===== src/rtl/dut_ser_arb_if.sv =====
// Requester-side bundle of dut_ser_arb: request/word inputs plus grant and serial frame outputs.
// The arbiter takes the slave view; the requesters (or a bench) take the master view.
interface dut_ser_arb_if #(
    parameter int REQ_NUM = 4,
    parameter int DATA_W  = 8
);
    logic [REQ_NUM-1:0]        I_req;
    logic [REQ_NUM*DATA_W-1:0] I_data;
    logic [REQ_NUM-1:0]        O_gnt;
    logic                      O_ser;
    logic                      O_busy;
    logic [2:0]                O_cur_id;

    modport master (output I_req, I_data, input O_gnt, O_ser, O_busy, O_cur_id);
    modport slave  (input I_req, I_data, output O_gnt, O_ser, O_busy, O_cur_id);
endinterface


===== src/rtl/dut_ser_arb.sv =====
// Round-robin arbiter that serialises the granted word as start/LSB-first data/stop frames.
// Optional even-parity bit between data and stop when DUT_SER_ARB_PARITY_EN is defined.
module dut_ser_arb #(
    parameter int REQ_NUM = 4,
    parameter int DATA_W  = 8,
    parameter int BIT_CYC = 4
) (
    input  logic         I_clk,
    input  logic         I_rst,
    dut_ser_arb_if.slave bus
);
    localparam int CYC_W = (BIT_CYC > 1) ? $clog2(BIT_CYC) : 1;
    localparam int BIT_W = (DATA_W > 1) ? $clog2(DATA_W) : 1;
    localparam logic [CYC_W-1:0] CYC_LAST = CYC_W'(BIT_CYC - 1);
    localparam logic [BIT_W-1:0] BIT_LAST = BIT_W'(DATA_W - 1);

`ifdef DUT_SER_ARB_PARITY_EN
    typedef enum logic [2:0] {ST_IDLE, ST_START, ST_DATA, ST_PAR, ST_STOP} state_t;
`else
    typedef enum logic [2:0] {ST_IDLE, ST_START, ST_DATA, ST_STOP} state_t;
`endif

    state_t             state;
    logic [CYC_W-1:0]   cyc_cnt;
    logic [BIT_W-1:0]   bit_cnt;
    logic [2:0]         ptr;
    logic [2:0]         cur_id;
    logic               ser;
    logic               busy;
    logic [DATA_W-1:0]  shreg;
`ifdef DUT_SER_ARB_PARITY_EN
    logic               parity;
`endif

    logic               bit_end;
    logic               arb_en;
    logic               found;
    logic               take;
    logic [2:0]         win_id;
    logic [2:0]         ptr_next;
    logic [DATA_W-1:0]  win_data;
    logic [REQ_NUM-1:0] gnt;
    int                 idx;

    assign bit_end = (cyc_cnt == CYC_LAST);
    // Grants are blocked during reset so O_gnt stays low while I_rst is asserted.
    assign arb_en  = I_rst && ((state == ST_IDLE) || ((state == ST_STOP) && bit_end));
    assign take    = arb_en && found;
    assign ptr_next = (win_id == 3'(REQ_NUM - 1)) ? 3'd0 : win_id + 3'd1;

    always_comb begin
        found    = 1'b0;
        win_id   = '0;
        idx      = 0;
        win_data = '0;
        gnt      = '0;
        for (int k = 0; k < REQ_NUM; k++) begin
            idx = int'(ptr) + k;
            if (idx >= REQ_NUM) idx = idx - REQ_NUM;
            for (int i = 0; i < REQ_NUM; i++) begin
                if (!found && (i == idx) && bus.I_req[i]) begin
                    found  = 1'b1;
                    win_id = 3'(i);
                end
            end
        end
        for (int i = 0; i < REQ_NUM; i++) begin
            if (win_id == 3'(i)) win_data = bus.I_data[i*DATA_W +: DATA_W];
            if (take && (win_id == 3'(i))) gnt[i] = 1'b1;
        end
    end

    assign bus.O_gnt    = gnt;
    assign bus.O_ser    = ser;
    assign bus.O_busy   = busy;
    assign bus.O_cur_id = cur_id;

    // Word is captured at grant and shifted so bit 0 always holds the next bit to send.
    always_ff @(posedge I_clk) begin
        if (take) begin
            shreg <= win_data;
`ifdef DUT_SER_ARB_PARITY_EN
            parity <= ^win_data;
`endif
        end else if (bit_end && ((state == ST_START) ||
                                 ((state == ST_DATA) && (bit_cnt != BIT_LAST)))) begin
            shreg <= shreg >> 1;
        end
    end

    always_ff @(posedge I_clk or negedge I_rst) begin
        if (!I_rst) begin
            state   <= ST_IDLE;
            cyc_cnt <= '0;
            bit_cnt <= '0;
            ptr     <= '0;
            cur_id  <= '0;
            ser     <= 1'b1;
            busy    <= 1'b0;
        end else if (take) begin
            state   <= ST_START;
            cyc_cnt <= '0;
            bit_cnt <= '0;
            ptr     <= ptr_next;
            cur_id  <= win_id;
            ser     <= 1'b0;
            busy    <= 1'b1;
        end else begin
            case (state)
                ST_IDLE: begin
                    ser  <= 1'b1;
                    busy <= 1'b0;
                end
                ST_START: begin
                    if (bit_end) begin
                        state   <= ST_DATA;
                        cyc_cnt <= '0;
                        ser     <= shreg[0];
                    end else begin
                        cyc_cnt <= cyc_cnt + 1'b1;
                    end
                end
                ST_DATA: begin
                    if (bit_end) begin
                        cyc_cnt <= '0;
                        if (bit_cnt == BIT_LAST) begin
`ifdef DUT_SER_ARB_PARITY_EN
                            state <= ST_PAR;
                            ser   <= parity;
`else
                            state <= ST_STOP;
                            ser   <= 1'b1;
`endif
                        end else begin
                            bit_cnt <= bit_cnt + 1'b1;
                            ser     <= shreg[0];
                        end
                    end else begin
                        cyc_cnt <= cyc_cnt + 1'b1;
                    end
                end
`ifdef DUT_SER_ARB_PARITY_EN
                ST_PAR: begin
                    if (bit_end) begin
                        state   <= ST_STOP;
                        cyc_cnt <= '0;
                        ser     <= 1'b1;
                    end else begin
                        cyc_cnt <= cyc_cnt + 1'b1;
                    end
                end
`endif
                ST_STOP: begin
                    if (bit_end) begin
                        state   <= ST_IDLE;
                        cyc_cnt <= '0;
                        ser     <= 1'b1;
                        busy    <= 1'b0;
                    end else begin
                        cyc_cnt <= cyc_cnt + 1'b1;
                    end
                end
                default: begin
                    state <= ST_IDLE;
                    ser   <= 1'b1;
                    busy  <= 1'b0;
                end
            endcase
        end
    end
endmodule


===== src/flat_wrapper.sv =====
// flat-port wrapper written by rule: the top's interface ports become plain ports
module dut_ser_arb_flat 
#(
    parameter int REQ_NUM = 4,
    parameter int DATA_W  = 8,
    parameter int BIT_CYC = 4
)
  (I_clk, I_rst, bus_I_req, bus_I_data, bus_O_gnt, bus_O_ser, bus_O_busy, bus_O_cur_id);
  dut_ser_arb_if #(.REQ_NUM(REQ_NUM), .DATA_W(DATA_W)) bus_i ();
  input  logic I_clk;
  input  logic I_rst;
  input wire logic [$bits(bus_i.I_req)-1:0] bus_I_req;
  input wire logic [$bits(bus_i.I_data)-1:0] bus_I_data;
  output wire logic [$bits(bus_i.O_gnt)-1:0] bus_O_gnt;
  output wire logic [$bits(bus_i.O_ser)-1:0] bus_O_ser;
  output wire logic [$bits(bus_i.O_busy)-1:0] bus_O_busy;
  output wire logic [$bits(bus_i.O_cur_id)-1:0] bus_O_cur_id;
  assign bus_i.I_req = bus_I_req;
  assign bus_i.I_data = bus_I_data;
  assign bus_O_gnt = bus_i.O_gnt;
  assign bus_O_ser = bus_i.O_ser;
  assign bus_O_busy = bus_i.O_busy;
  assign bus_O_cur_id = bus_i.O_cur_id;
  dut_ser_arb #(.REQ_NUM(REQ_NUM), .DATA_W(DATA_W), .BIT_CYC(BIT_CYC)) u_core (.I_clk(I_clk), .I_rst(I_rst), .bus(bus_i));
endmodule

===== config.mk =====
export PLATFORM = sky130hd
export DESIGN_NAME = dut_ser_arb_flat
export DESIGN_NICKNAME = d
export VERILOG_FILES = /design/src/rtl/dut_ser_arb_if.sv /design/src/rtl/dut_ser_arb.sv /design/src/flat_wrapper.sv
export SDC_FILE = /design/constraint.sdc
export NUM_CORES = 1
export LEC_CHECK = 0
export BUFFER_PORTS_ARGS = -buffer_cell sky130_fd_sc_hd__buf_4
export CAP_MARGIN = 20
export CORE_MARGIN = 1
export CORE_UTILIZATION = 50
export CTS_CLUSTER_SIZE = 30
export DETAILED_ROUTE_END_ITERATION = 7
export GPL_TIMING_DRIVEN = 0
export PLACE_DENSITY = 0.79
export SYNTH_ARGS = -nofsm -noshare
export SYNTH_HDL_FRONTEND = slang
export SYNTH_SLANG_ARGS = --single-unit

===== constraint.sdc =====
create_clock -name I_clk -period 4.65 [get_ports I_clk]
set_input_delay 0.465 -clock I_clk [delete_from_list [all_inputs] [get_ports I_clk]]
set_output_delay 0.465 -clock I_clk [all_outputs]
set_load 0.02 [all_outputs]

==> Word-level counts from Yosys, hierarchy flattened <==
Cells that the tools add are included.
{ "totals": {"elab_cells": 191, "regBits": 24, "input_bits": 38, "output_inout_bits": 9} }
{ "op_classes": {"eq_ne": 28, "mux": 68, "magnitude_cmp": 4, "n_reduce_logical": 73, "n_addsub": 10} }
{ "ops": {"columns": ["cell", "count"], "rows": [
  ["== test 3 x 32 -> 1 bit, first input constant", 8],
  ["== test 2 x 32 -> 1 bit, first input constant", 4],
  ["logical NOT 32 bit", 4],
  ["2-to-1 mux 32 bit", 4],
  [">= comparator 32 x 4 -> 1 bit, second input constant", 3],
  ["subtractor 32 x 4 -> 32 bit, second input constant", 3],
  ["2-to-1 mux 8 bit", 6],
  ["logical AND 1 bit", 40],
  ["2-to-1 mux 2 bit", 17],
  ["2-to-1 mux 3 bit", 10],
  ["2-to-1 mux 1 bit", 28],
  ["logical NOT 1 bit", 15],
  ["case mux 3 bit (4 select lines)", 1],
  ["!= test 3 x 1 -> 1 bit, second input constant", 3],
  ["adder 3 x 2 -> 4 bit, second input constant", 2],
  ["nonzero test 2 bit", 4],
  ["== test 2 bit, second input constant", 3],
  ["== test 3 x 2 -> 1 bit, second input constant", 2],
  ["logical NOT 3 bit", 2],
  ["!= test 2 x 1 -> 1 bit, second input constant", 3],
  ["AND reduction 3 bit", 2],
  ["AND reduction 5 bit", 1],
  ["adder 3 x 1 -> 4 bit, second input constant", 1],
  ["subtractor 3 x 3 -> 4 bit, second input constant", 1],
  ["other kinds (15)", 16]
]} }

==> Depth between registers and ports, before layout <==
Gate-level depths: netlist of the first run.
{ "depth": {"ltp_word": 71, "ltp_mapped": 11, "mapped_depth_nobuf": 9} }

==> Least setup slack after synthesis of the first run <==
OpenSTA, ideal clock, no wires.
{ "synth_timing": {"path_kind": "input to output", "start": "input port bus_I_req[0]", "end": "output port bus_O_gnt[1]", "t_arrival_ns": 2.041, "path_slack_ns": 2.144, "path_buffers": 2, "required_ns": 4.185, "path_stages": 7, "cell_sequence": "or2b_1 > a21oi_1 > a211oi_1 > ha_1 > clkbuf_1 > clkbuf_1 > and2_2"} }
{ "synth_via": {"elab_chain_cells": 65, "elab_cells_between_ends": 81, "classes_between": "eq/ne (1); mux (32); reduce/logical (48)"} }
{ "synth_lines": {"columns": ["item", "line", "source"], "rows": [
  ["start, declared", "flat_wrapper.sv:12", "input wire logic [$bits(bus_i.I_req)-1:0] bus_I_req;"],
  ["logical AND 1 bit", "dut_ser_arb.sv:61", "if (!found && (i == idx) && bus.I_req[i]) begin"],
  ["2-to-1 mux 1 bit", "dut_ser_arb.sv:61", null],
  ["logical NOT 1 bit", "dut_ser_arb.sv:61", null],
  ["logical AND 1 bit (2 in series)", "dut_ser_arb.sv:61", null],
  ["2-to-1 mux 1 bit", "dut_ser_arb.sv:61", null],
  ["logical NOT 1 bit", "dut_ser_arb.sv:61", null],
  ["logical AND 1 bit (2 in series)", "dut_ser_arb.sv:61", null],
  ["2-to-1 mux 1 bit", "dut_ser_arb.sv:61", null],
  ["[47 not listed]", null, null],
  ["2-to-1 mux 1 bit", "dut_ser_arb.sv:61", null],
  ["logical NOT 1 bit", "dut_ser_arb.sv:61", null],
  ["logical AND 1 bit (2 in series)", "dut_ser_arb.sv:61", null],
  ["2-to-1 mux 2 bit (*)", "dut_ser_arb.sv:61", null],
  ["via u_core.win_id[0]", "dut_ser_arb.sv:39", "logic [2:0] win_id;"],
  ["== test 2 x 1 -> 1 bit (*)", "dut_ser_arb.sv:69", "if (take && (win_id == 3'(i))) gnt[i] = 1'b1;"],
  ["logical AND 1 bit (*)", "dut_ser_arb.sv:69", null],
  ["2-to-1 mux 1 bit (*)", "dut_ser_arb.sv:69", null],
  ["end, declared", "flat_wrapper.sv:14", "output wire logic [$bits(bus_i.O_gnt)-1:0] bus_O_gnt;"]
]} }
Mark *: on every way through the listed nets, which the timed path passes. The rest lies on a longest branch.

==> Worst setup path after layout of the first run <==
{ "layout_timing": {"start": "register u_core.ptr[0]", "end": "output port bus_O_gnt[1]"} }
{ "layout_via": {"elab_chain_cells": 68, "elab_cells_between_ends": 112, "classes_between": "add/sub (7); order compare (4); eq/ne (13); mux (36); reduce/logical (52)"} }
{ "layout_lines": {"columns": ["item", "line", "source"], "rows": [
  ["start, declared", "dut_ser_arb.sv:26", "logic [2:0] ptr;"],
  ["start signal, assigned", "dut_ser_arb.sv:104", "ptr <= ptr_next;"],
  ["subtractor 3 x 3 -> 4 bit or >= comparator 3 bit (tied branches)", "dut_ser_arb.sv:59", "if (idx >= REQ_NUM) idx = idx - REQ_NUM;"],
  ["2-to-1 mux 32 bit", "dut_ser_arb.sv:59", null],
  ["logical NOT 32 bit", "dut_ser_arb.sv:61", null],
  ["logical AND 1 bit", "dut_ser_arb.sv:61", null],
  ["2-to-1 mux 1 bit", "dut_ser_arb.sv:61", null],
  ["logical NOT 1 bit", "dut_ser_arb.sv:61", null],
  ["logical AND 1 bit (2 in series)", "dut_ser_arb.sv:61", null],
  ["2-to-1 mux 1 bit", "dut_ser_arb.sv:61", null],
  ["[51 not listed]", null, null],
  ["2-to-1 mux 1 bit", "dut_ser_arb.sv:61", null],
  ["logical NOT 1 bit", "dut_ser_arb.sv:61", null],
  ["logical AND 1 bit (2 in series)", "dut_ser_arb.sv:61", null],
  ["2-to-1 mux 2 bit (*)", "dut_ser_arb.sv:61", null],
  ["via u_core.win_id[0]", "dut_ser_arb.sv:39", null],
  ["== test 2 x 1 -> 1 bit (*)", "dut_ser_arb.sv:69", null],
  ["logical AND 1 bit (*)", "dut_ser_arb.sv:69", null],
  ["2-to-1 mux 1 bit (*)", "dut_ser_arb.sv:69", null]
]} }
Marks and branches as above.

==> results of run 1 <==
## worst reg2reg max path: stages, from the launching register on
cell	delay, ns
dfrtp_1	0.41
or2b_1	0.13
a21oi_1	0.06
a211oi_1	0.53
ha_1	0.26
clkbuf_1	0.27
clkbuf_1	0.37
nand2_1	0.11
o211ai_1	0.14
o221ai_1	0.16
o21ai_0	0.16
## sequential cells by signal, summed over array words and instances (netlist names)
register and cells:
u_core.shreg 8, u_core.bit_cnt 3, u_core.bus.O_cur_id 2, u_core.cyc_cnt 2, u_core.ptr 2, u_core.state 2, u_core.bus.O_busy 1, u_core.bus.O_ser 1
## report_power, final
| part | switching [mW] | internal, mW | leakage [nW] | total (mW) |
|---|---|---|---|---|
| sequential | 0.0444 | 0.289 | 0.238 | 0.333 |
| clock | 0.0546 | 0.0335 | 0.0150 | 0.0881 |
| combinational | 0.345 | 0.250 | 0.647 | 0.595 |
## cell type report
cell class | count | area (sq um)
repair buffers | 46 | 348
clock buffers | 4 | 26.3
multi-input cells | 126 | 816
inverters | 10 | 37.5
well taps | 31 | 38.8
plain buffers | 9 | 47.5
flip-flops and latches | 21 | 567
fillers | 232 | 877
## worst paths after layout
check                                                end  slack (ns)  cells after the start
setup / recovery                            bus_O_gnt[1]        1.51                      8
hold / removal              u_core.bus.O_ser$_DFFE_PN1P_        0.49                      1
setup reg to reg               u_core.shreg[5]$_DFFE_PP_        1.91                     10
hold reg to reg             u_core.bus.O_ser$_DFFE_PN1P_        0.49                      1
max in group asynchronous   u_core.bus.O_ser$_DFFE_PN1P_        3.88                      2
min in group asynchronous  u_core.cyc_cnt[0]$_DFFE_PN0P_        0.53                      2
## through the flow
stage                     total power [mW]  std cells  worst slack, ns  hold slack (ns)  instance area (sq um)
final                                 1.02        247             1.51            0.487                   1880
after global routing                  1.12        247             1.25            0.499                   1880
after CTS                             1.02        247             1.47            0.489                   1880
after detailed placement             0.934        242             1.58            0.328                   1840
after global placement               0.906        242             1.65            0.320                   1840
after floorplan                      0.761        166             2.14            0.169                   1470
## layout by cell type, fill, tap and decap left out, types with 2 or more instances in the layout
master    Yosys  layout
o31ai_1       2       2
nor2b_1       2       2
o221ai_1      6       6
buf_2         2       2
dfrtp_1      12      12
inv_1        10      10
o211ai_1      6       6
clkbuf_1      5       6
ha_1         14      14
mux2_2        2       2
a22oi_1       2       2
clkbuf_4      0       3
and2_2        3       3
nand2_1      31      31
nand3_1       4       4
nor3_1        3       3
nor2_1       10      10
nand2b_1      2       2
buf_4         1      46
edfxtp_1      8       8
o21ai_0      11      11
a21oi_1      11      11
## per-layer routing
metal | vias to the layer above | share of wire
met1 | 614 | 0.45
met3 | 7 | 0.029
met2 | 29 | 0.50
li1 | 686 | -
met4 | 0 | 0.019
met5 | - | 0
## logic make-up after synthesis
family | share of synthesized area
adder cells (fa/ha/maj) | 0.119
flip-flops | 0.386
other | 0.00256
buffers and inverters | 0.0580
AND/OR/NAND/NOR | 0.193
multiplexers | 0.0222
XOR/XNOR | 0.00597
AO/OA/AOI/OAI | 0.213
==> flow_metrics.py, run 1 <==
metrics = {
    "outcome": {
        "status": "finished clean",
    },
    "clock_network": {
        "hold_buffers": 1,
        "cts_buffers": 3,
        "htreeDepth": 1,
        "cts_tree": "yes",
        "clock-root-buffer": "clkbuf_4",
        "cts_buffer_depth": 2,
        "clkLatencyLatePin_ns": 0.30,
        "cts.sinks": 21,
        "ctsResizeCount": 0,
        "clkTransAtPathRegs_ns": 0.11,
        "postCtsSetupBuffers": 0,
    },
    "place": {
        "gp_congestion": 0.847,
        "port_buffers": 45,
        "hpwl_mm": 2.58,
    },
    "critical_path": {
        "cp.required_ns": 4.18,
        "crit_family": "buffers and inverters",
        "worstSetupPathType": "flip-flop to output port",
        "critPathBufInv": 3,
        "start_kind": "flip-flop",
        "cpMostUsedCell": "clkbuf_1",
        "crit_chain": "or2b_1 > a21oi_1 > a211oi_1 > ha_1 > clkbuf_1 > clkbuf_1 > and2_2 > buf_4",
        "worstPathMaxFanout": 10,
        "end_kind": "output port",
        "rr_startpoint": "u_core.ptr[0]$_DFFE_PN0P_",
        "setup.worst_path.start": "u_core.ptr[0]$_DFFE_PN0P_",
        "arrival_ns": 2.68,
        "max_stage_delay_ns": 0.53,
        "cp_slowest_cell": "a211oi_1",
    },
    "floorplan": {
        "dieArea_sq_um": 3160,
        "coreArea_sq_um": 2760,
        "start_util": 0.532,
        "ios": 47,
        "rows": 19,
        "dieHeight_um": 56.2,
        "die_x_um": 56.2,
    },
    "sta": {
        "period_share": 0.676,
        "final_max_slew_viol_count": 0,
        "setup_tns_ns": 0,
        "period_minus_slack_ns": 3.14,
        "worst-slew-pin-transition_ns": 0.598,
        "fin_skew_ns": 0.00169,
        "max_slew_margin": 0.599,
        "setup_violations": 0,
        "rsz0062_at_grt": "no",
        "finalHoldViolations": 0,
        "max_freq_mhz": 318,
    },
    "drt": {
        "wl_mm": 3.21,
        "drtPass1Iterations": 4,
        "via_per_inst": 5.41,
        "drt-initial-drc-count": 48,
        "dr_total_vias": 1336,
        "antenna_left": 0,
        "drc": 0,
        "avgRoutedWirePerCell_um": 13.0,
    },
    "finish": {
        "area_delta_synth_final_pct": 28.1,
        "fin_nets": 269,
        "final_util": 0.682,
        "layout-drive-gt1-share": 0.287,
        "antenna_cells": 0,
    },
    "logic_synthesis": {
        "synth_area_leader_cell": "dfrtp_1",
        "seq_area_frac_synth": 0.386,
        "synthTopCellsByArea": "dfrtp_1 20%, edfxtp_1 16%, ha_1 12%",
        "synth_area_sq_um": 1470,
        "ys.flop_type": "dfrtp_1",
        "ys_seq_elements": 21,
        "ys_types": 40,
        "synth_commonest_cells": "31 x nand2_1, 14 x ha_1, 12 x dfrtp_1",
        "syn-num-nets": 218,
        "yosys_warnings": 0,
        "syn_avg_cell_area_sq_um": 8.84,
        "synthArstFlopShare": 0.619,
        "synth_top_cell_area_share": 0.205,
        "synth_most_common_cell": "nand2_1",
        "synthCells": 166,
        "synth-edff-count": 8,
    },
    "power_and_ir_drop": {
        "powerDensity_nw_per_um2": 540,
        "p_leak_nw": 0.900,
        "ir_drop_mv": 0.407,
    },
    "global_routing": {
        "busiest_layer": "met2",
        "use_met1": 0.286,
        "grt_antenna_before_repair": 0,
        "grt_pass1_vias": 1353,
        "grtUsageMet3": 0.0349,
        "grt_pass1_wl_mm": 5.64,
        "grt_start_max_net_pins": 16,
        "use_met2": 0.379,
        "grtUsageTotal": 0.223,
        "globalRoute.totalOverflow": 0,
    },
    "min_path": {
        "hp-class": "flip-flop to flip-flop",
        "min-delay-start": "u_core.bus.O_ser$_DFFE_PN1P_",
    },
    "run": {
        "drv_cap": 0,
    },
}
(Power assumes the default switching activity.)
==> inputs of run 2 (changes only) <==
--- a/config.mk
+++ b/config.mk
@@ -5,6 +5,7 @@
 export SDC_FILE = /design/constraint.sdc
 export NUM_CORES = 1
 export LEC_CHECK = 0
+export ABC_AREA = 1
 export BUFFER_PORTS_ARGS = -buffer_cell sky130_fd_sc_hd__buf_4
 export CAP_MARGIN = 20
 export CORE_MARGIN = 1
@@ -12,7 +13,7 @@
 export CTS_CLUSTER_SIZE = 30
 export DETAILED_ROUTE_END_ITERATION = 7
 export GPL_TIMING_DRIVEN = 0
-export PLACE_DENSITY = 0.79
+export PLACE_DENSITY = 0.77
 export SYNTH_ARGS = -nofsm -noshare
 export SYNTH_HDL_FRONTEND = slang
 export SYNTH_SLANG_ARGS = --single-unit
==> constraint.sdc (replaced) <==
create_clock -name I_clk -period 2.9 [get_ports I_clk]
set_input_delay 0.29 -clock I_clk [delete_from_list [all_inputs] [get_ports I_clk]]
set_output_delay 0.29 -clock I_clk [all_outputs]
set_load 0.02 [all_outputs]
==> run 2 against run 1 <==
Compared with the run above:
- the flow now finishes with violations (negative setup slack)
- sequential share of layout area decreased by 8.6 points
- design area increased by 40%
- core utilization increased by 15 points
- die area increased by 15%
- via count increased by 42%
- sequential power increased by 71%
- critical path depth increased by 9
- hold slack got worse by 0.18 ns
==> flow_metrics.py, run 2 <==
metrics = {
    "critical_path": {
        "setup.worst_path.start": "u_core.ptr[1]$_DFFE_PN0P_",
        "start_kind": "flip-flop",
        "end_kind": "output port",
        "arrival_ns": 2.85,
        "rr_worst_depth": 22,
        "worstSetupPathType": "flip-flop to output port",
        "crit_end": "bus_O_gnt[2]",
        "rr_startpoint": "u_core.ptr[1]$_DFFE_PN0P_",
        "worstPathMaxFanout": 7,
        "cp.required_ns": 2.61,
        "r2r_end": "u_core.shreg[5]$_DFFE_PP_",
        "r2r_slack_ns": -0.24,
    },
    "sta": {
        "period_share": 1.08,
        "setup_tns_ns": -2.71,
        "period_minus_slack_ns": 3.14,
        "max_freq_mhz": 318,
        "setup_violations": 24,
        "max_slew_margin": 0.517,
        "fin_skew_ns": 0.0146,
        "setup_slack_ns": -0.243,
        "rsz0062_at_grt": "yes",
        "finalHoldViolations": 0,
        "fin_hold_ws_ns": 0.312,
        "final_max_slew_viol_count": 0,
        "worst-slew-pin-transition_ns": 0.717,
    },
    "place": {
        "dp_slack_ns": -0.417,
        "gp_congestion": 0.878,
        "hpwl_mm": 2.92,
        "port_buffers": 45,
    },
    "floorplan": {
        "start_util": 0.540,
        "coreArea_sq_um": 3150,
        "ios": 47,
        "rows": 20,
        "dieHeight_um": 60.4,
        "die_x_um": 60.4,
        "dieArea_sq_um": 3640,
    },
    "clock_network": {
        "clock-root-buffer": "clkbuf_4",
        "cts_buffer_depth": 2,
        "cts_tree": "yes",
        "cts_buffers": 3,
        "clkLatencyLatePin_ns": 0.31,
        "clkTransAtPathRegs_ns": 0.12,
        "cts.sinks": 21,
        "htreeDepth": 1,
    },
    "finish": {
        "final_cell_mix": "68 x buf_4, 51 x nand2_1, 22 x o21ai_1",
        "largest_reg_flops": 8,
        "final_common_cell": "buf_4",
        "top_regs": "u_core.shreg (8), u_core.bit_cnt (3)",
        "layout-drive-gt1-share": 0.451,
        "fin_nets": 361,
        "largest-register": "u_core.shreg",
        "antenna_cells": 0,
        "area_delta_synth_final_pct": 54.7,
        "fillers": 211,
        "seqCellArea_sq_um": 568,
        "final_util": 0.835,
        "multiInputGateArea_sq_um": 1180,
    },
    "logic_synthesis": {
        "ys_seq_elements": 21,
        "ys_types": 34,
        "synthArstFlopShare": 0.619,
        "synth_commonest_cells": "55 x nand2_1, 19 x o21ai_0, 18 x nor2_1",
        "synth_area_sq_um": 1700,
        "syn-num-nets": 282,
        "synthTopCellsByArea": "dfrtp_1 18%, edfxtp_1 14%, nand2_1 12%",
        "ys.flop_type": "dfrtp_1",
        "yosys_warnings": 0,
        "synthCells": 230,
        "synth-edff-count": 8,
        "seq_area_frac_synth": 0.333,
        "synth_most_common_cell": "nand2_1",
        "synth_top_cell_area_share": 0.176,
        "syn_avg_cell_area_sq_um": 7.40,
        "synth_area_leader_cell": "dfrtp_1",
    },
    "power_and_ir_drop": {
        "swShare": 0.487,
        "intPower_mw": 1.81,
        "power.net_switching_mw": 1.72,
        "pwr-share-clk": 0.040,
        "ir_drop_mv": 0.708,
        "totalPowerFinal_mw": 3.54,
        "p_comb_frac": 0.799,
        "powerDensity_nw_per_um2": 1340,
        "p_leak_nw": 1.25,
        "p_seq_frac": 0.161,
    },
    "drt": {
        "drtPass1Iterations": 4,
        "avgRoutedWirePerCell_um": 15.0,
        "via_per_inst": 5.40,
        "dr_total_vias": 1902,
        "wl_mm": 5.30,
        "drc": 0,
        "drt-initial-drc-count": 228,
        "antenna_left": 0,
    },
    "global_routing": {
        "grt_start_max_net_pins": 15,
        "grt_antenna_before_repair": 0,
        "grt_pass1_wl_mm": 7.27,
        "grt_pass1_vias": 1743,
        "grtUsageTotal": 0.268,
        "globalRoute.totalOverflow": 0,
    },
    "outcome": {
        "violations": "negative setup slack",
        "status": "finished with violations",
    },
    "min_path": {
        "hp-class": "input port to flip-flop",
    },
    "run": {
        "drv_cap": 0,
    },
}
run 2: cell count changes after synthesis, sizes merged, moves of 6 or more:
cell | before | now
nand2 | 31 | 59
nor2 | 10 | 28
o21ai | 13 | 29
nand3 | 4 | 16
inv | 10 | 20
nand4 | 0 | 6
o211ai | 6 | 0
o221ai | 6 | 0
run 2: how the worst min path moves through the flow:
stage	start	endpoint	slack (ns)	cells after the start
floorplan	I_rst	u_core.bit_cnt[0]$_DFFE_PN0P_	-0.006	0
global placement	I_rst	u_core.state[1]$_DFFE_PN0P_	0.15	1
detailed placement	I_rst	u_core.state[0]$_DFFE_PN0P_	0.15	1
CTS	bus_I_data[25]	u_core.shreg[1]$_DFFE_PP_	0.31	3
global route	bus_I_data[26]	u_core.shreg[2]$_DFFE_PP_	0.33	3
finish	bus_I_data[25]	u_core.shreg[1]$_DFFE_PP_	0.31	3
run 2: stage by stage:
stage          cells  instance area [sq um]
3_3_place_gp     319                   2100
5_1_grt          352                   2630
3_5_place_dp     319                   2100
4_1_cts          344                   2460
6_report         352                   2630
2_1_floorplan    230                   1700
run 2: cells by family after synthesis:
| group | synth area share |
|---|---|
| buffers and inverters | 0.0874 |
| adders and majority gates | 0.103 |
| DFF | 0.333 |
| xor gates and xnor gates | 0.00514 |
| AOI/OAI and AO/OA | 0.142 |
| and+or+nand+nor | 0.310 |
| muxes | 0.0176 |
| other | 0.00220 |
run 2: power groups by stage:
stage                     registers [mW]  logic (mW)  clock network (mW)
final                              0.570        2.83               0.141
after global routing               0.583        3.08               0.151
after CTS                          0.559        2.45               0.141
after detailed placement           0.557        1.73                   0
after global placement             0.550        1.70                   0
after floorplan                    0.573        1.29                   0
run 2: timing repair:
item,4_1_cts,5_1_grt
endpoints found under the hold margin,12,0
endpoints found under the setup margin,12,32
gates cloned,0,1
hold buffers,1,0
pin swaps,32,9
resized for setup,54,22
setup buffers,24,8
run 2: worst max-delay path, cell delays in order (launching register included):
cell and delay, ns:
dfrtp_2 0.53, inv_2 0.07, nand3_2 0.07, nand4_1 0.15
nor2_2 0.13, nand4_1 0.10, nor2_2 0.14, nand4_1 0.13
nor2_2 0.19, nand3_1 0.13, nor2_2 0.13, nor2_1 0.07
nand2_2 0.14, buf_4 0.15, ha_4 0.17, inv_4 0.05
nor2_4 0.07, buf_6 0.12
run 2: cell type report:
| cell class | instances | share of cell area |
|---|---|---|
| Clock buffer | 3 | 0.00855 |
| Multi-Input combinational cell | 178 | 0.448 |
| Clock inverter | 1 | 0.00190 |
| Inverter | 22 | 0.0366 |
| Sequential cell | 21 | 0.216 |
| Buffer | 5 | 0.0223 |
| Tap cell | 44 | 0.0209 |
| Timing Repair Buffer | 78 | 0.246 |
run 2: routing by layer:
layer,part of all wire,GRT usage,up-vias
met5,0,0,-
met4,0.027,0.0930,0
met3,0.056,0.0576,16
met2,0.52,0.487,90
met1,0.40,0.310,875
li1,-,-,921
==> inputs of run 3 (changes only) <==
--- a/config.mk
+++ b/config.mk
@@ -14,6 +14,7 @@
 export DETAILED_ROUTE_END_ITERATION = 7
 export GPL_TIMING_DRIVEN = 0
 export PLACE_DENSITY = 0.77
+export REMOVE_ABC_BUFFERS = 1
 export SYNTH_ARGS = -nofsm -noshare
 export SYNTH_HDL_FRONTEND = slang
 export SYNTH_SLANG_ARGS = --single-unit
==> constraint.sdc (replaced) <==
create_clock -name I_clk -period 2.9 [get_ports I_clk]
set_input_delay 0.145 -clock I_clk [delete_from_list [all_inputs] [get_ports I_clk]]
set_output_delay 0.145 -clock I_clk [all_outputs]
set_load 0.02 [all_outputs]
==> run 3 against run 2 <==
Compared with the run above:
- the run still ends with negative setup slack left
- count of clock-buffer cells in the layout increased by 1
- sequential cell count unchanged
- clock skew decreased by 0.0064 ns
- hold slack got worse by 0.14 ns
- non-clock buffer count decreased by 19
- clock power increased by 3%
- sequential power increased by 2%
- maximum frequency increased by 5.0%
- first-iteration DRC count decreased by 58%
- die area unchanged
- routed wire length decreased by 22%
- critical path type is now flip-flop to flip-flop
- largest cell class unchanged
==> flow_metrics.py, run 3 (synthesis results as in run 2) <==
metrics = {
    "outcome": {
        "status": "finished with violations",
        "violations": "negative setup slack",
    },
    "drt": {
        "avgRoutedWirePerCell_um": 12.3,
        "wl_mm": 4.11,
        "via_per_inst": 5.21,
        "drt-initial-drc-count": 95,
        "drtPass1Iterations": 4,
        "dr_total_vias": 1735,
        "drc": 0,
        "antenna_left": 0,
    },
    "global_routing": {
        "grt_pass1_vias": 1482,
        "grt_antenna_before_repair": 0,
        "globalRoute.totalOverflow": 0,
        "busiest_layer": "met2",
        "grtUsageTotal": 0.232,
        "grt_pass1_wl_mm": 6.26,
        "use_met2": 0.392,
        "use_met1": 0.302,
        "grt_start_max_net_pins": 33,
        "grtUsageMet3": 0.0554,
    },
    "critical_path": {
        "end_kind": "flip-flop",
        "rr_worst_depth": 20,
        "worstSetupPathType": "flip-flop to flip-flop",
        "r2r_slack_ns": -0.09,
        "crit_end": "u_core.shreg[1]$_DFFE_PP_",
        "rr_startpoint": "u_core.ptr[0]$_DFFE_PN0P_",
        "max_stage_delay_ns": 0.50,
        "r2r_end": "u_core.shreg[1]$_DFFE_PP_",
        "critical_path_depth": 20,
        "cp.required_ns": 2.97,
        "start_kind": "flip-flop",
        "cp_slowest_cell": "dfrtp_2",
        "arrival_ns": 3.07,
        "worstPathMaxFanout": 8,
        "crit_family": "simple AND/OR/NAND/NOR gates",
        "setup.worst_path.start": "u_core.ptr[0]$_DFFE_PN0P_",
        "crit_chain": "nand3_2 > nand4_1 > nor2_2 > nand4_1 > nor2_2 > nand4_1 > nor2_2 > nand3_1 > nor2_1 > nor2_1 > nand2_2 > inv_4 > ha_4 > buf_4 > a21oi_1 > nand2_1 > o21ai_0 > nand2_1 > o21ai_0 > o21ai_1",
        "critPathBufInv": 2,
    },
    "power_and_ir_drop": {
        "swShare": 0.490,
        "p_leak_nw": 1.12,
        "ir_drop_mv": 0.791,
        "p_seq_frac": 0.195,
        "p_comb_frac": 0.757,
        "power.net_switching_mw": 1.46,
        "pwr-share-clk": 0.049,
        "powerDensity_nw_per_um2": 1290,
        "intPower_mw": 1.52,
    },
    "clock_network": {
        "cts_buffer_depth": 2,
        "cts_tree": "yes",
        "clkLatencyLatePin_ns": 0.31,
        "cts_buffers": 3,
        "htreeDepth": 1,
        "cts.sinks": 21,
        "clkTransAtPathRegs_ns": 0.12,
        "clock-root-buffer": "clkbuf_4",
    },
    "sta": {
        "final_max_slew_viol_count": 0,
        "setup_tns_ns": -0.416,
        "max_freq_mhz": 334,
        "period_minus_slack_ns": 2.99,
        "finalHoldViolations": 0,
        "period_share": 1.03,
        "fin_skew_ns": 0.00815,
        "setup_slack_ns": -0.0943,
        "setup_violations": 7,
        "rsz0062_at_grt": "yes",
    },
    "floorplan": {
        "die_x_um": 60.4,
        "start_util": 0.540,
        "ios": 47,
        "dieArea_sq_um": 3640,
        "rows": 20,
        "coreArea_sq_um": 3150,
        "dieHeight_um": 60.4,
    },
    "min_path": {
        "hp-class": "input port to flip-flop",
    },
    "finish": {
        "top_regs": "u_core.shreg (8), u_core.bit_cnt (3)",
        "final_util": 0.732,
        "final_common_cell": "buf_4",
        "fillers": 262,
        "largest-register": "u_core.shreg",
        "largest_reg_flops": 8,
        "layout-drive-gt1-share": 0.360,
        "area_delta_synth_final_pct": 35.6,
        "fin_nets": 342,
        "antenna_cells": 0,
        "final_cell_mix": "61 x buf_4, 53 x nand2_1, 17 x nor2_1",
    },
    "place": {
        "port_buffers": 45,
        "hpwl_mm": 2.78,
        "gp_congestion": 0.904,
    },
    "run": {
        "drv_cap": 0,
    },
}
run 3: changes by cell type in the layout (fill, tap and decap cells not counted), moves of 5 or more:
cell | before | now
buf_4 | 68 | 61
a21oi_1 | 5 | 11
buf_6 | 10 | 1
nor2_1 | 12 | 17
a21oi_2 | 7 | 1
o21ai_1 | 22 | 13
o21ai_0 | 4 | 15
run 3: final cells by class:
class	count	area, sq um	share of cell area
flip-flops and latches	21	569	0.247
well taps	44	55.1	0.0238
multi-input cells	178	1060	0.459
repair buffers	64	499	0.216
inverters	22	100	0.0434
clock buffers	4	26.3	0.0114
run 3: timing repair:
action / in CTS / in global routing
hold buffers: 1 / 0
endpoints found under the hold margin: 13 / 0
pin swaps: 1 / 12
buffers inserted: 2 / 16
endpoints found under the setup margin: 12 / 12
gates resized for setup: 11 / 25
run 3: worst min path at each step:
stage / startpoint / end / slack [ns] / cells past startpoint
after floorplan: I_rst / u_core.bit_cnt[0]$_DFFE_PN0P_ / -0.15 / 0
after global placement: I_rst / u_core.ptr[0]$_DFFE_PN0P_ / 0.002 / 1
after detailed placement: I_rst / u_core.ptr[0]$_DFFE_PN0P_ / 0.002 / 1
after CTS: bus_I_data[29] / u_core.shreg[5]$_DFFE_PP_ / 0.19 / 3
after global routing: bus_I_data[27] / u_core.shreg[3]$_DFFE_PP_ / 0.19 / 3
final: bus_I_data[26] / u_core.shreg[2]$_DFFE_PP_ / 0.18 / 3
run 3: per-layer routing:
metal	wire length, um	vias to the layer above
li1	-	881
met1	1810	784
met2	2010	65
met3	255	5
met4	33	0
met5	0	-
run 3: worst register-to-register path, delay by kind of cell, from the launching register on:
| family | cells | cell delay, ns |
|---|---|---|
| buffers and inverters | 2 | 0.22 |
| AOI/OAI and AO/OA | 4 | 0.38 |
| and+or+nand+nor | 13 | 1.48 |
| adders and majority gates | 1 | 0.20 |
| DFF | 1 | 0.50 |
run 3: per-stage QoR:
stage | total power, mW | hold slack, ns | area, sq um | cells | worst slack [ns]
5_1_grt | 3.28 | 0.188 | 2310 | 333 | -0.319
3_5_place_dp | 2.24 | 0.00199 | 2030 | 310 | -0.400
2_1_floorplan | 1.81 | -0.151 | 1640 | 221 | 0.0964
6_report | 2.98 | 0.175 | 2310 | 333 | -0.0943
3_3_place_gp | 2.21 | 0.00230 | 2030 | 310 | -0.366
4_1_cts | 2.51 | 0.189 | 2110 | 317 | -0.0322
run 3: power groups by stage:
stage | registers, mW | clock network (mW) | logic, mW
after floorplan | 0.585 | 0 | 1.22
after global placement | 0.567 | 0 | 1.64
after detailed placement | 0.572 | 0 | 1.66
after CTS | 0.568 | 0.148 | 1.79
after global routing | 0.596 | 0.162 | 2.53
final | 0.579 | 0.145 | 2.25
